<file path="src/rtl/riscv_pkg.sv">
// Shared RV32I pipeline definitions: data width, canonical NOP, default reset PC,
// register-field positions and the IF/ID payload layout.
package riscv_pkg;

    localparam int XLEN = 32;

    localparam logic [XLEN-1:0] NOP_INSTR        = 32'h0000_0013;
    localparam logic [XLEN-1:0] RESET_PC_DEFAULT = 32'h0000_0000;

    localparam int RS1_LSB = 15;
    localparam int RS1_MSB = 19;
    localparam int RS2_LSB = 20;
    localparam int RS2_MSB = 24;

    typedef struct packed {
        logic [XLEN-1:0] pc;
        logic [XLEN-1:0] pc4;
        logic [XLEN-1:0] instr;
        logic            valid;
    } ifid_t;

    // A bubble is also the reset image of IF/ID, so flush and reset share one value.
    localparam ifid_t IFID_BUBBLE = '{pc: '0, pc4: '0, instr: NOP_INSTR, valid: 1'b0};

endpackage

</file>
<file path="src/rtl/ifid_reg.sv">
// Generic pipeline register with load/hold/flush; used for IF/ID and later ID/EX.
// Priority per edge: rst > flush > load > hold. Flush loads the same image as reset.
module ifid_reg #(
    parameter int         W       = 32,
    parameter logic [W-1:0] RST_VAL = '0
) (
    input  logic         clk,
    input  logic         rst,
    input  logic         flush,
    input  logic         load,
    input  logic [W-1:0] d,
    output logic [W-1:0] q
);

    always_ff @(posedge clk) begin
        if (rst || flush) begin
            q <= RST_VAL;
        end else if (load) begin
            q <= d;
        end
    end

endmodule

</file>
<file path="src/rtl/if_stage.sv">
// RV32I instruction-fetch stage: PC register, PC+4 incrementer and the IF/ID register.
// Optional perf counters (stall_cnt, flush_cnt) are built when IF_PERF_EN is defined.
module if_stage
    import riscv_pkg::*;
#(
    parameter logic [XLEN-1:0] RESET_PC = RESET_PC_DEFAULT
) (
    input  logic            clk,
    input  logic            rst,
    input  logic            PCWrite,
    input  logic            Write_IFID,
    input  logic            PCSrc_EX,
    input  logic [XLEN-1:0] target_EX,
    output logic [XLEN-1:0] imem_addr,
    input  logic [XLEN-1:0] imem_rdata,
    output logic [XLEN-1:0] pc_IFID,
    output logic [XLEN-1:0] pc4_IFID,
    output logic [XLEN-1:0] instr_IFID,
    output logic            valid_IFID,
    output logic [4:0]      rs1_IFID,
    output logic [4:0]      rs2_IFID
`ifdef IF_PERF_EN
    ,
    output logic [31:0]     stall_cnt,
    output logic [31:0]     flush_cnt
`endif
);

    // Stall controls are level enables, not handshakes: PCWrite=0 holds the PC,
    // Write_IFID=0 holds IF/ID, each acted on independently. PCSrc_EX overrides both.
    logic [XLEN-1:0] pc_q;
    logic [XLEN-1:0] pc_next;
    logic [XLEN-1:0] pc_plus4;
    logic [XLEN-1:0] redirect_pc;
    ifid_t           ifid_d;
    ifid_t           ifid_q;

    assign pc_plus4    = pc_q + 32'd4;
    assign redirect_pc = target_EX & ~32'd3;

    always_comb begin
        pc_next = pc_q;
        if (PCSrc_EX) begin
            pc_next = redirect_pc;
        end else if (PCWrite) begin
            pc_next = pc_plus4;
        end
    end

    always_ff @(posedge clk) begin
        if (rst) begin
            pc_q <= RESET_PC;
        end else begin
            pc_q <= pc_next;
        end
    end

    always_comb begin
        ifid_d.pc    = pc_q;
        ifid_d.pc4   = pc_plus4;
        ifid_d.instr = imem_rdata;
        ifid_d.valid = 1'b1;
    end

    ifid_reg #(
        .W       ($bits(ifid_t)),
        .RST_VAL (IFID_BUBBLE)
    ) u_ifid_reg (
        .clk   (clk),
        .rst   (rst),
        .flush (PCSrc_EX),
        .load  (Write_IFID),
        .d     (ifid_d),
        .q     (ifid_q)
    );

    assign imem_addr  = pc_q;
    assign pc_IFID    = ifid_q.pc;
    assign pc4_IFID   = ifid_q.pc4;
    assign instr_IFID = ifid_q.instr;
    assign valid_IFID = ifid_q.valid;
    assign rs1_IFID   = ifid_q.instr[RS1_MSB:RS1_LSB];
    assign rs2_IFID   = ifid_q.instr[RS2_MSB:RS2_LSB];

`ifdef IF_PERF_EN
    logic [31:0] stall_cnt_q;
    logic [31:0] flush_cnt_q;

    always_ff @(posedge clk) begin
        if (rst) begin
            stall_cnt_q <= '0;
            flush_cnt_q <= '0;
        end else if (PCSrc_EX) begin
            flush_cnt_q <= flush_cnt_q + 32'd1;
        end else if (!PCWrite) begin
            stall_cnt_q <= stall_cnt_q + 32'd1;
        end
    end

    assign stall_cnt = stall_cnt_q;
    assign flush_cnt = flush_cnt_q;
`endif

endmodule

</file>
<file path="config.mk">
export PLATFORM = sky130hd
export DESIGN_NAME = if_stage
export DESIGN_NICKNAME = d
export VERILOG_FILES = /design/src/rtl/riscv_pkg.sv /design/src/rtl/ifid_reg.sv /design/src/rtl/if_stage.sv
export SDC_FILE = /design/constraint.sdc
export NUM_CORES = 1
export LEC_CHECK = 0
export BUFFER_PORTS_ARGS = -buffer_cell sky130_fd_sc_hd__buf_2
export CELL_PAD_IN_SITES_DETAIL_PLACEMENT = 1
export CELL_PAD_IN_SITES_GLOBAL_PLACEMENT = 1
export CORE_MARGIN = 4
export CORE_UTILIZATION = 33
export CTS_BUF_LIST = sky130_fd_sc_hd__clkbuf_8
export CTS_CLUSTER_SIZE = 10
export DETAILED_ROUTE_END_ITERATION = 8
export GPL_ROUTABILITY_DRIVEN = 0
export HOLD_SLACK_MARGIN = 0.06
export PLACE_DENSITY = 0.89
export SLEW_MARGIN = 20
export SYNTH_ARGS = -nofsm -noshare
export SYNTH_HDL_FRONTEND = slang
export SYNTH_SLANG_ARGS = --single-unit
</file>
<file path="constraint.sdc">
create_clock -name clk -period 1.9 [get_ports clk]
set_input_delay 0 -clock clk [delete_from_list [all_inputs] [get_ports clk]]
set_output_delay 0 -clock clk [all_outputs]
set_load 0.05 [all_outputs]
</file>
======== After elaboration in Yosys (flattened, before gate mapping) ========
Index checks and enable logic that the tools add are counted.
word-level totals
  flip-flop bits (word level) ............. 129
  output and inout port bits .............. 139
cells by class
  add/sub/neg operators ................... 1
  multiplexer cells ....................... 2
  reductions and logical operators ........ 3
operators with widths
  operator                                        count
  two-way mux 32 bit                              2
  adder 32 x 3 -> 32 bit (second input constant)  1
  nonzero test 2 bit                              1
  OR reduction 2 bit                              1
  logical OR 1 bit                                1

======== Longest topological paths before layout ========
  depth after elaboration ................. 3
  gate-level depth with buffers ........... 7

======== By module ========
A second synthesis with hierarchy kept.
second synthesis, totals
  cell total of the unflattened synthesis .. 639
  area total of the unflattened synthesis .. 5959.5 µm²
by module, submodules not included
  module    instances  cells each  area each (µm²)
  ifid_reg  1          315         3478.3
  if_stage  1          324         2481.1

======== Least setup slack after synthesis ========
OpenSTA, ideal clock, no wires.
  path kind ............................... reg2reg
  start ................................... reg pc_q[2] (netlist: imem_addr[2])
  end ..................................... reg u_ifid_reg.q[63]
  setup time .............................. 74 ps
  arrival ................................. 2403 ps
  required time ........................... 1826 ps
  setup slack ............................. -577 ps
  stages on the path, launching flop included .. 7
  path buffers ............................ 1
  path through ............................ dfxtp_1 > ha_1 > nand4_1 > or4_4 > buf_6 > or4_1 > a31oi_1
between the ends
  word-level cells in the longest chain between the ends .. 1
ends and longest elaborated chain
  element                 RTL line        text
  from (decl)             if_stage.sv:31  logic [XLEN-1:0] pc_q;
  from (signal assigned)  if_stage.sv:54  pc_q <= pc_next;
  adder 32 x 3 -> 32 bit  if_stage.sv:38  assign pc_plus4 = pc_q + 32'd4;
  to (signal assigned)    ifid_reg.sv:17  q <= RST_VAL;
  to (signal assigned)    ifid_reg.sv:19  q <= d;
  to (decl)               ifid_reg.sv:12  output logic [W-1:0] q
Every way passes these cells.
A chain may end at the register's enable or synchronous reset.

======== Worst setup path after layout ========
  start ................................... reg pc_q[2] (netlist: imem_addr[2])
  end ..................................... reg pc_q[30] (netlist: imem_addr[30])
between the ends
  word-level cells in the longest chain between the ends .. 3
ends and longest elaborated chain
  element                 RTL line        text
  adder 32 x 3 -> 32 bit  if_stage.sv:38
  two-way mux 32 bit      if_stage.sv:45  end else if (PCWrite) begin
  two-way mux 32 bit      if_stage.sv:43  if (PCSrc_EX) begin
Every way passes these cells. The select of a mux whose other input is x is not followed.

==> metrics <==
status complete, but fails checks; failing checks negative setup slack; Final Max Tran Viols 0; critical path class reg -> reg; count of cell types in the netlist 47; drt pass-1 iters 4; Residual DRC 0; Seq/Total Area, Yosys 0.443; Mapped Area 0.00556 mm²; Root Driver clkbuf_8; die area 0.0190 mm²; Final Non-Filler Cells 1,148; Worst-path clk slew 0.08 ns; element type at the critical path start register; pwr dens 775 mW/mm²; Hold Crit Class in -> reg; CTS tree built; Chip Width 138 µm; post-synth top area cell dfxtp_1; Pleak 3.70 nW; crit-path cells ha_4 -> nand4_1 -> or4_4 -> o311ai_1 -> o211ai_1; CP max FO 8; Setup violations, final 7; Worst path max stage delay 0.58 ns; Clock Skew 0.00931 ns; crit path time final 2.04 ns; Syn-to-layout area delta 49.9%; count leader, synth dfxtp_1; IO buf count 199; TNS Setup -0.472 ns; Initial Util 0.337; Synth area leaders dfxtp_1, mux2i_1, nor2_1, o21ai_0, clkbuf_1; worst-margin pin slew 0.724 ns; Row Count 47; core box area 0.0165 mm²; syn_area_per_cell 8.83 µm²; drt wl/cell 20.7 µm; Most used DFF post-synth dfxtp_1; Routed Antenna Nets 0; CTS buffer count 17; critical path capture point type register; Final Cycle Share 1.07; vias per std cell 5.37; Routed WL 23.7 mm; RSZ-0062 raised after global routing yes; top cells by count, synth dfxtp_1, nor2_1, mux2i_1; fin worst setup slack -0.137 ns; Final nets 984; global route overflow 0; io pins 208; #FFs+latches synth 123; Core Util, Final 0.505; CTS max path bufs 2; vias in the first global route 6,540; Syn. warnings 0; initial antenna violation count 0; slew margin rel. 0.516; worst vdd ir 393 µV; die height 138 µm; vias 6,164; cells after synthesis 630; worst endpoint data arrival time 2.33 ns; slowest CP cell or4_4; Final Hold Fails 0; layout cells sized above 1 0.378; first-pass GRT wire length 35.7 mm; Post-synth EDFFs 0; largest net degree at the start of global routing 70; max_cap viols 0; clock latency on the worst-skew pair 0.45 ns; GRT Total Usage 0.240; Sink Count 123; CTS H-tree lvls 4; f_max 491 MHz; Iter 0 DRT Violations 395; Placed Instances 1,041; CP required 2.20 ns; ys async rst share 0; area share of the largest cell type after synthesis 0.443; DP HPWL 15.1 mm
-- layout make-up --
| cell class | count | area, µm² |
|---|---|---|
| Inverter | 6 | 26.3 |
| Multi-Input combinational cell | 433 | 2850 |
| Fill cell | 1963 | 8190 |
| Sequential cell | 123 | 2540 |
| Timing Repair Buffer | 333 | 2250 |
| Antenna cell | 1 | 2.50 |
| Clock inverter | 12 | 123 |
| Tap cell | 220 | 275 |
| Clock buffer | 20 | 275 |
-- worst paths after layout --
| path | start | to | slack [ns] | cells after the start |
|---|---|---|---|---|
| worst max-delay path | imem_addr[2]$_SDFFE_PP0P_ | imem_addr[30]$_SDFFE_PP0P_ | -0.14 | 5 |
| worst min-delay path | PCWrite | imem_addr[25]$_SDFFE_PP0P_ | 0.19 | 4 |
| worst max register to register | imem_addr[2]$_SDFFE_PP0P_ | imem_addr[30]$_SDFFE_PP0P_ | -0.14 | 5 |
| worst min register to register | u_ifid_reg.q[0]$_SDFFE_PP0P_ | u_ifid_reg.q[0]$_SDFFE_PP0P_ | 0.47 | 2 |
-- registers in the layout, summed over array words and instances, names as in the netlist --
signal / cells
imem_addr: 30
u_ifid_reg.q: 93
-- report_power, final --
group	total (W)	switching (W)	leakage, nW	internal, W
sequential	0.00278	0.000100	1.02	0.00268
clock	0.00236	0.00110	0.200	0.00126
combinational	0.00133	0.000874	2.48	0.000452
total	0.00646	0.00208	3.70	0.00439
-- metal layers --
metal,wire (µm),track usage,part of all wire
met1,9230,0.283,0.39
met2,12300,0.426,0.52
met3,1370,0.0417,0.058
met4,849,0.109,0.036
met5,0,0,0
-- cell families after synthesis --
logic type / share of synthesized area
muxes: 0.115
xor gates and xnor gates: 0.0378
adders and majority gates: 0.00225
and+or+nand+nor: 0.193
other: 0.000674
AOI/OAI and AO/OA: 0.141
DFF: 0.443
buffers and inverters: 0.0675
-- per-stage QoR --
| step | hold slack (ns) | setup WS [ns] | area, µm² | total power, W |
|---|---|---|---|---|
| after detailed placement | 0.234 | -0.0460 | 7140 | 0.00399 |
| after global routing | 0.201 | -0.157 | 8340 | 0.00672 |
| after global placement | 0.218 | -0.0187 | 7140 | 0.00396 |
| final | 0.191 | -0.137 | 8340 | 0.00646 |
| after CTS | 0.164 | -0.0216 | 8230 | 0.00646 |
| after floorplan | 0.129 | -0.199 | 5740 | 0.00362 |
-- layout by cell type, fill, tap and decap left out, types with 7 or more instances in the layout --
master / instances
dfxtp_1: 99
xor2_1: 11
o31ai_1: 7
nand3_1: 14
nand2_1: 24
a211oi_1: 15
a21oi_1: 21
nor2_1: 95
or3_1: 10
dlygate4sd3_1: 66
dfxtp_4: 18
inv_1: 7
nand4_1: 14
nor3_1: 12
o21ai_0: 38
and3_1: 7
mux2i_1: 64
buf_4: 62
buf_2: 197
clkbuf_8: 20
a31oi_1: 15
xnor2_1: 13
-- critical path: cells and delay by family (launching register included) --
kind / cells / cell delay, ns
adder cells (fa/ha/maj): 1 / 0.15
AND/OR/NAND/NOR: 2 / 0.69
AO/OA/AOI/OAI: 2 / 0.70
flip-flops: 1 / 0.36
-- timing repair --
item	in CTS	in global routing
pin swaps	1	7
gates resized for setup	2	17
hold buffers	66	0
hold endpoints to repair	63	0
setup buffers	3	5
endpoints found under the setup margin	4	14
Note: power is estimated with default switching activity, not from simulation.
